[src/rtl/wb_fifo_device.sv]
// wb_fifo_device
//   Wishbone classic device endpoint backed by a DEPTH-entry FIFO.
//   A write cycle pushes dat_i. A read cycle pops the head word into dat_o.
//   Every accepted cycle ends with a single registered response pulse
//   (ack, err or rty), so the bus sees one wait state per transfer.
//
//   Build option:
//     WB_FIFO_RTY_EN  defined   -> overflow/underflow terminate with rty_o
//                     undefined -> overflow/underflow terminate with err_o
module wb_fifo_device #(
    parameter int DAT_WIDTH = 8,
    parameter int DEPTH     = 16
) (
    input  logic                         clk_i,
    input  logic                         rst_i,
    input  logic                         cyc_i,
    input  logic                         stb_i,
    input  logic                         we_i,
    input  logic [DAT_WIDTH-1:0]         dat_i,
    output logic [DAT_WIDTH-1:0]         dat_o,
    output logic                         ack_o,
    output logic                         err_o,
    output logic                         rty_o,
    output logic [$clog2(DEPTH+1)-1:0]   count_o,
    output logic                         full_o,
    output logic                         empty_o
);

    localparam int AW = (DEPTH > 1) ? $clog2(DEPTH) : 1;
    localparam int CW = $clog2(DEPTH + 1);

    // What the current accept edge will do to the FIFO and the response.
    typedef enum logic [1:0] {
        OP_IDLE,
        OP_PUSH,
        OP_POP,
        OP_REFUSE
    } op_e;

    logic [DAT_WIDTH-1:0] mem [DEPTH];
    logic [AW-1:0]        wr_ptr;
    logic [AW-1:0]        rd_ptr;
    logic [CW-1:0]        count_q;
    logic                 full_q;
    logic                 empty_q;
    logic                 ack_q;
    logic                 refuse_q;
    logic                 busy;
    logic                 accept;
    op_e                  op;

    // A response in flight blocks acceptance, which forces the response to
    // drop after one cycle and gives the two-clock transfer rhythm.
    assign busy   = ack_q | refuse_q;
    assign accept = cyc_i & stb_i & ~busy;

    // Classify the accepted request; pointer wrap is free because DEPTH
    // is a power of two.
    // NOTE: always_comb assigns every output a default first so no path
    // leaves op unassigned, which would otherwise infer a latch.
    always_comb begin
        op = OP_IDLE;
        if (accept) begin
            if (we_i) begin
                op = full_q ? OP_REFUSE : OP_PUSH;
            end else begin
                op = empty_q ? OP_REFUSE : OP_POP;
            end
        end
    end

    // FIFO storage: written only on a successful push.
    // NOTE: the storage array has no reset; its contents are meaningless
    // until written, and the pointers/count reset is what empties the FIFO.
    always_ff @(posedge clk_i) begin
        if (op == OP_PUSH) begin
            mem[wr_ptr] <= dat_i;
        end
    end

    // Pointers, occupancy flags, read data and response registers all
    // commit together on the accept edge.
    // NOTE: sequential state uses non-blocking assignments so every register
    // samples pre-edge values regardless of statement order.
    always_ff @(posedge clk_i or posedge rst_i) begin
        if (rst_i) begin
            wr_ptr   <= '0;
            rd_ptr   <= '0;
            count_q  <= '0;
            full_q   <= 1'b0;
            empty_q  <= 1'b1;
            dat_o    <= '0;
            ack_q    <= 1'b0;
            refuse_q <= 1'b0;
        end else begin
            ack_q    <= (op == OP_PUSH) || (op == OP_POP);
            refuse_q <= (op == OP_REFUSE);
            case (op)
                OP_PUSH: begin
                    wr_ptr  <= wr_ptr + AW'(1);
                    count_q <= count_q + CW'(1);
                    empty_q <= 1'b0;
                    full_q  <= (count_q == CW'(DEPTH - 1));
                end
                OP_POP: begin
                    dat_o   <= mem[rd_ptr];
                    rd_ptr  <= rd_ptr + AW'(1);
                    count_q <= count_q - CW'(1);
                    full_q  <= 1'b0;
                    empty_q <= (count_q == CW'(1));
                end
                default: begin
                end
            endcase
        end
    end

    assign ack_o   = ack_q;
    assign count_o = count_q;
    assign full_o  = full_q;
    assign empty_o = empty_q;

`ifdef WB_FIFO_RTY_EN
    // Refusals are reported as retry; the error line stays quiet.
    assign rty_o = refuse_q;
    assign err_o = 1'b0;
`else
    // Refusals are reported as error; the retry line stays quiet.
    assign err_o = refuse_q;
    assign rty_o = 1'b0;
`endif

endmodule

[config.mk]
export PLATFORM = sky130hd
export DESIGN_NAME = wb_fifo_device
export DESIGN_NICKNAME = d
export VERILOG_FILES = /design/src/rtl/wb_fifo_device.sv
export SDC_FILE = /design/constraint.sdc
export NUM_CORES = 1
export LEC_CHECK = 0
export BUFFER_PORTS_ARGS = -buffer_cell sky130_fd_sc_hd__buf_2
export CAP_MARGIN = 20
export CELL_PAD_IN_SITES_DETAIL_PLACEMENT = 0
export CELL_PAD_IN_SITES_GLOBAL_PLACEMENT = 1
export CORE_UTILIZATION = 49
export CTS_BUF_LIST = sky130_fd_sc_hd__clkbuf_8
export DETAILED_ROUTE_END_ITERATION = 16
export PLACE_DENSITY = 0.83
export SYNTH_ARGS = -nofsm -noshare
export SYNTH_HDL_FRONTEND = slang
export SYNTH_SLANG_ARGS = --single-unit
[constraint.sdc]
create_clock -name clk_i -period 2.3 [get_ports clk_i]
set_input_delay 0.46 -clock clk_i [delete_from_list [all_inputs] [get_ports clk_i]]
set_output_delay 0.46 -clock clk_i [all_outputs]
set_load 0.02 [all_outputs]
======== After elaboration in Yosys (flattened, before gate mapping) ========
Memory sizes are Yosys's and may differ from the RTL's. A register that Yosys moved wholly into a read port is not among the register bits.
Index checks and enable logic that the tools add are counted.
storage, ports and cells
  RAM bits ................................ 128
  ROM bits ................................ 0
  logic and storage cells ................. 32
  latch bits .............................. 0
  memories kept ........................... 1
  input bits .............................. 13
  register bits after elaboration ......... 17
operators by class
  $mul .................................... 0
  div/mod/pow operators ................... 0
  equal/unequal tests ..................... 5
  multiplexer cells ....................... 9
  reduce and logical (&&, ||, !) cells .... 2
  order comparisons ....................... 0
  bitwise operators ....................... 4
  shift operators ......................... 0
  $add $sub $neg .......................... 4
memories
  name  depth  bits a word  read ports  clocked after memory_dff  write ports  RTL line  text
  mem   16     8            1           1                         1            40        logic [DAT_WIDTH-1:0] mem [DEPTH];
operator list
  operator                                                                number
  5-bit case mux with 2 select lines                                      1
  4-bit by 1-bit adder with 4-bit output (second input constant)          2
  2-bit 2-to-1 mux                                                        3
  5-bit by 1-bit adder with 5-bit output (second input constant)          1
  5-bit by 1-bit equality test with 1-bit output (second input constant)  1
  5-bit by 4-bit equality test with 1-bit output (second input constant)  1
  5-bit by 1-bit subtractor with 5-bit output (second input constant)     1
  2-bit equality test (second input constant)                             2
  1-bit case mux with 2 select lines                                      2
  1-bit 2-to-1 mux                                                        3
  1-bit AND                                                               2
  2-bit by 1-bit equality test with 1-bit output (second input constant)  1
  2-bit nonzero test                                                      1
  1-bit logical OR                                                        1
  1-bit NOT                                                               1
  1-bit bitwise OR                                                        1

======== Depth between registers and ports, before layout ========
  depth after elaboration ................. 7
  mapped depth ............................ 8
  gate-level depth less buffers ........... 7

======== Worst setup path before layout ========
No wires, ideal clock.
  kind .................................... register -> register
  from .................................... reg ack_q (netlist: ack_o)
  to ...................................... mem mem[13][0] (enable)
  setup slack ............................. 0.002 ns
  setup time .............................. 0.370 ns
  clock period less this slack ............ 2.298 ns
  arrival ................................. 1.928 ns
  data required time ...................... 1.930 ns
  stages on the path, launching flop included .. 8
  path through ............................ dfrtp_1 -> nand4bb_4 -> o21bai_1 -> inv_1 -> ha_1 -> clkbuf_1 -> nand3_1 -> nor2_1
between the ends
  longest elaborated chain between the ends .. 7
RTL lines
  element                                         RTL line  text
  from (decl)                                     46        logic ack_q;
  from (signal assigned)                          96        ack_q <= (op == OP_PUSH) || (op == OP_POP);
  1-bit bitwise OR                                54        assign busy = ack_q | refuse_q;
  1-bit NOT                                       55        assign accept = cyc_i & stb_i & ~busy;
  1-bit AND                                       55
  2-bit 2-to-1 mux                                63        if (accept) begin
  2-bit by 1-bit equality test with 1-bit output  76        if (op == OP_PUSH) begin
  1-bit 2-to-1 mux                                76
  1-bit 2-to-1 mux (implied by the code)          77        mem[wr_ptr] <= dat_i;
  to (decl)                                       40
Every way passes these cells.

======== Worst setup path after layout ========
  from .................................... reg ack_q (netlist: ack_o)
  to ...................................... mem mem[10][0] (enable)
Same word-level chain as after synthesis.

==> metrics.txt <==
synth-to-layout area growth=13.27%; Starting Density=between 50% and 60%; Internal=5.186 mW; FF/Latch Area=between 0.004 and 0.005 mm^2; critical path peak fanout=9; Via density=around 5.6; Crit path buffers/inverters=1; number of synthesis warnings=0; r2r startpoint=ack_o; Critical Path Max Stage Delay=roughly 0.40 ns; async set-or-reset flop fraction in the synthesized netlist=between 10% and 20%; adder-cell share of the synthesized area=2.189%; crit end category=flop; cell leakage power=about 2.7 nW; number of flops mapped to enable cells by yosys=around 130; largest net degree at the start of global routing=26; GRT Total Usage=21.92%; gr ovfl total=0; r2r worst-path depth=6; status=finished, final reports clean; final hold vios=0; CTS Buf Count=17; Crit path max-delay family=simple AND/OR/NAND/NOR gates; FF-to-FF setup slack=about 0.18 ns; post-synth top area share=about 60%; Crit path required time=~2.4 ns; Die Y=approximately 120 um; vias in the first global route=3516; CP Class=reg -> reg; clk root buf=clkbuf_8; Yosys cell types=39; total power=roughly 7.6 mW; crit share post-route=around 92%; power share of the combinational group=26.6%; final max-slew violation count=0; drt total wl=13170 um; Seq cells post-synth=around 150; sequential cell area fraction in the yosys report=a little under three quarters; H-Tree Depth=4; Max IR drop VDD=slightly above 0.6 mV; Initial DRC Count=between 200 and 300; Synth Cell Area=around 0.0063 mm^2; R2R Path End=mem[10][0]; switching portion of total power=approximately a third; first-pass GRT wire length=20250 um; Synth area leader=edfxtp_1; I/O pin count=31; Crit-path slowest cell=dfrtp_1; Hold Buf Count CTS=0; Fin Setup TNS=0 ns; Place WS=-0.006636 ns; Max Cap Viol=0; Clk pwr share=between 20% and 30%; routed length per instance=between 20 and 25 um; main area contributors after synthesis=edfxtp_1, dfrtp_1, mux2i_1, a22oi_1, mux4_2; Min-Delay Path Class=in -> async; initial antenna violation count=0; main combinational cell family by area after synthesis=multiplexers; input/output buffers=29; drt first pass iters=5; FMAX=0.4712 GHz; dominant synthesized flop cell=edfxtp_1; Row Count=slightly above 40; Simple-Gate Fraction of Synth Area=6.745%; final worst slack=between 0.15 and 0.2 ns; NetSw=approximately 2.5 mW; Longest Clk Path Bufs=2; Critical Path Start Type=flop; pwr dens=between 1000 and 1500 mW/mm^2; Clock Sinks=153; # setup viols final=0; number of remaining DRC errors=0; synthesized area per cell=about 16 um^2; Fin Clk Skew=~0.011 ns; ANT nets after route=0; Final Critical Period=about 2.1 ns; CTS tree=yes; number of nets in the layout=460; die area=about 0.013 mm^2; Multi-input gate area=~0.0016 mm^2; clk slew on worst S/H paths=0.08 ns; FILL cells=1002; Arrival @ worst endpoint=2.24 ns; CP Cell Sequence=nand4bb_4 > o21bai_1 > inv_1 > ha_2 > and3_1 > and2_1; syn nets=between 400 and 500; XOR/XNOR share of the synthesized area=1.253%; worst relative slew slack=about half; n_diodes=0; Worst-Skew Late Latency=0.45 ns; RSZ-0062 raised after global routing=no; worst slew pin tran=roughly 0.76 ns; GP Congestion=approximately 0.83; layout cells sized above 1=21.83%; compound-cell area share of the yosys netlist=4.974%; core area=0.01257 mm^2; Die X=between 100 and 150 um; Seq pwr share=a little under half; Detail Placement HPWL=slightly below 9000 um; Synth Instances=a little under 400; mux share of post-synthesis cell area=a little over a tenth; routed via count=3489
-- timing repair --
action                                  4_1_cts  5_1_grt
endpoints found under the setup margin        0       72
setup buffers                                 0        0
resized for setup                             0        1
-- sequential cells by signal (all words and copies together), names as in the netlist --
name and flops:
err_o 1, dat_o 8, mem 128, full_o 1, rd_ptr 4, wr_ptr 4
ack_o 1, empty_o 1, count_o 5
-- per-stage QoR --
step | std cells | util (%) | instance area, um^2 | hold slack [ns]
6_report | 621 | 56.68 | 7123 | 0.05358
2_1_floorplan | 386 | - | 6289 | 0.4866
5_1_grt | 621 | 56.68 | 7123 | 0.07775
4_1_cts | 621 | 56.66 | 7121 | 0.05189
3_3_place_gp | 589 | 53.46 | 6719 | 0.4718
3_5_place_dp | 589 | 53.46 | 6719 | 0.4827
-- final cells by class --
| cell class | count | share of cell area, % |
|---|---|---|
| flip-flops and latches | 153 | 62.78 |
| repair buffers | 53 | 5.094 |
| inverters | 11 | 0.5797 |
| clock inverters | 14 | 2.161 |
| well taps | 172 | 3.021 |
| multi-input cells | 200 | 22.89 |
| clock buffers | 18 | 3.478 |
-- cells in the final DEF (no fill, tap or decap), types with 12 or more instances in the layout --
| master | Yosys | layout |
|---|---|---|
| dfrtp_1 | 24 | 23 |
| buf_4 | 3 | 21 |
| nand3_1 | 14 | 14 |
| mux2i_1 | 49 | 49 |
| buf_2 | 7 | 29 |
| a22oi_1 | 24 | 24 |
| edfxtp_1 | 128 | 128 |
| inv_1 | 11 | 12 |
| nand2_1 | 23 | 23 |
| clkbuf_8 | 0 | 18 |
-- metal layers --
layer  up-vias  global-route usage [%]  part of all wire, %
met2       142                   33.82                   48
met3        28                   5.430                  6.7
met4         0                   9.610                  2.7
met1      1741                   29.71                   42
met5         -                       0                    0
li1       1578                       -                    -
-- power by group through the flow --
stage                     Sequential [mW]  Clock (mW)  Combinational, mW
after floorplan                      3.56           0               1.46
after global placement               3.61           0               1.99
after detailed placement             3.62           0               2.01
after CTS                            3.56        2.07               2.03
after global routing                 3.60        2.19               2.21
final                                3.56        2.05               2.04
-- how the worst max path moves through the flow --
stage	startpoint	end	slack, ns	depth (start not counted)
after detailed placement	cyc_i	mem[14][4]	-0.007	7
after global placement	cyc_i	mem[11][5]	0.06	7
after global routing	ack_o	mem[6][6]	0.03	7
after CTS	ack_o	mem[10][1]	0.05	6
final	ack_o	mem[10][0]	0.18	6
after floorplan	ack_o	mem[13][0]	0.002	7
-- synth_stat cells, types with 2 or more instances --
cell type  number
dfrtp_1        24
mux2i_1        49
mux4_2          8
and2_1         10
a22oi_1        24
buf_2           7
and3_1          7
nand4_1         6
o21ai_0         4
nor2b_1         3
ha_1           11
nor2_1          9
xnor2_1         7
xor2_1          2
inv_1          11
nand3_1        14
nor3_1          2
buf_6           4
o2111ai_1       3
o211ai_1        5
buf_4           3
edfxtp_1      128
clkbuf_1        7
nand2_1        23
-- worst register-to-register path: stages (launching register included) --
cell	delay, ns
dfrtp_1	0.40
nand4bb_4	0.23
o21bai_1	0.18
inv_1	0.07
ha_2	0.32
and3_1	0.24
and2_1	0.35
-- logic make-up (layout without fill, tap and decap cells) --
family | Yosys count | count (layout)
buffers and inverters | 33 | 96
xor gates and xnor gates | 9 | 9
and+or+nand+nor | 79 | 79
DFF | 153 | 153
muxes | 57 | 57
other | 1 | 1
AOI/OAI and AO/OA | 43 | 43
adders and majority gates | 11 | 11
No activity file was read; power rests on OpenSTA's default activity.
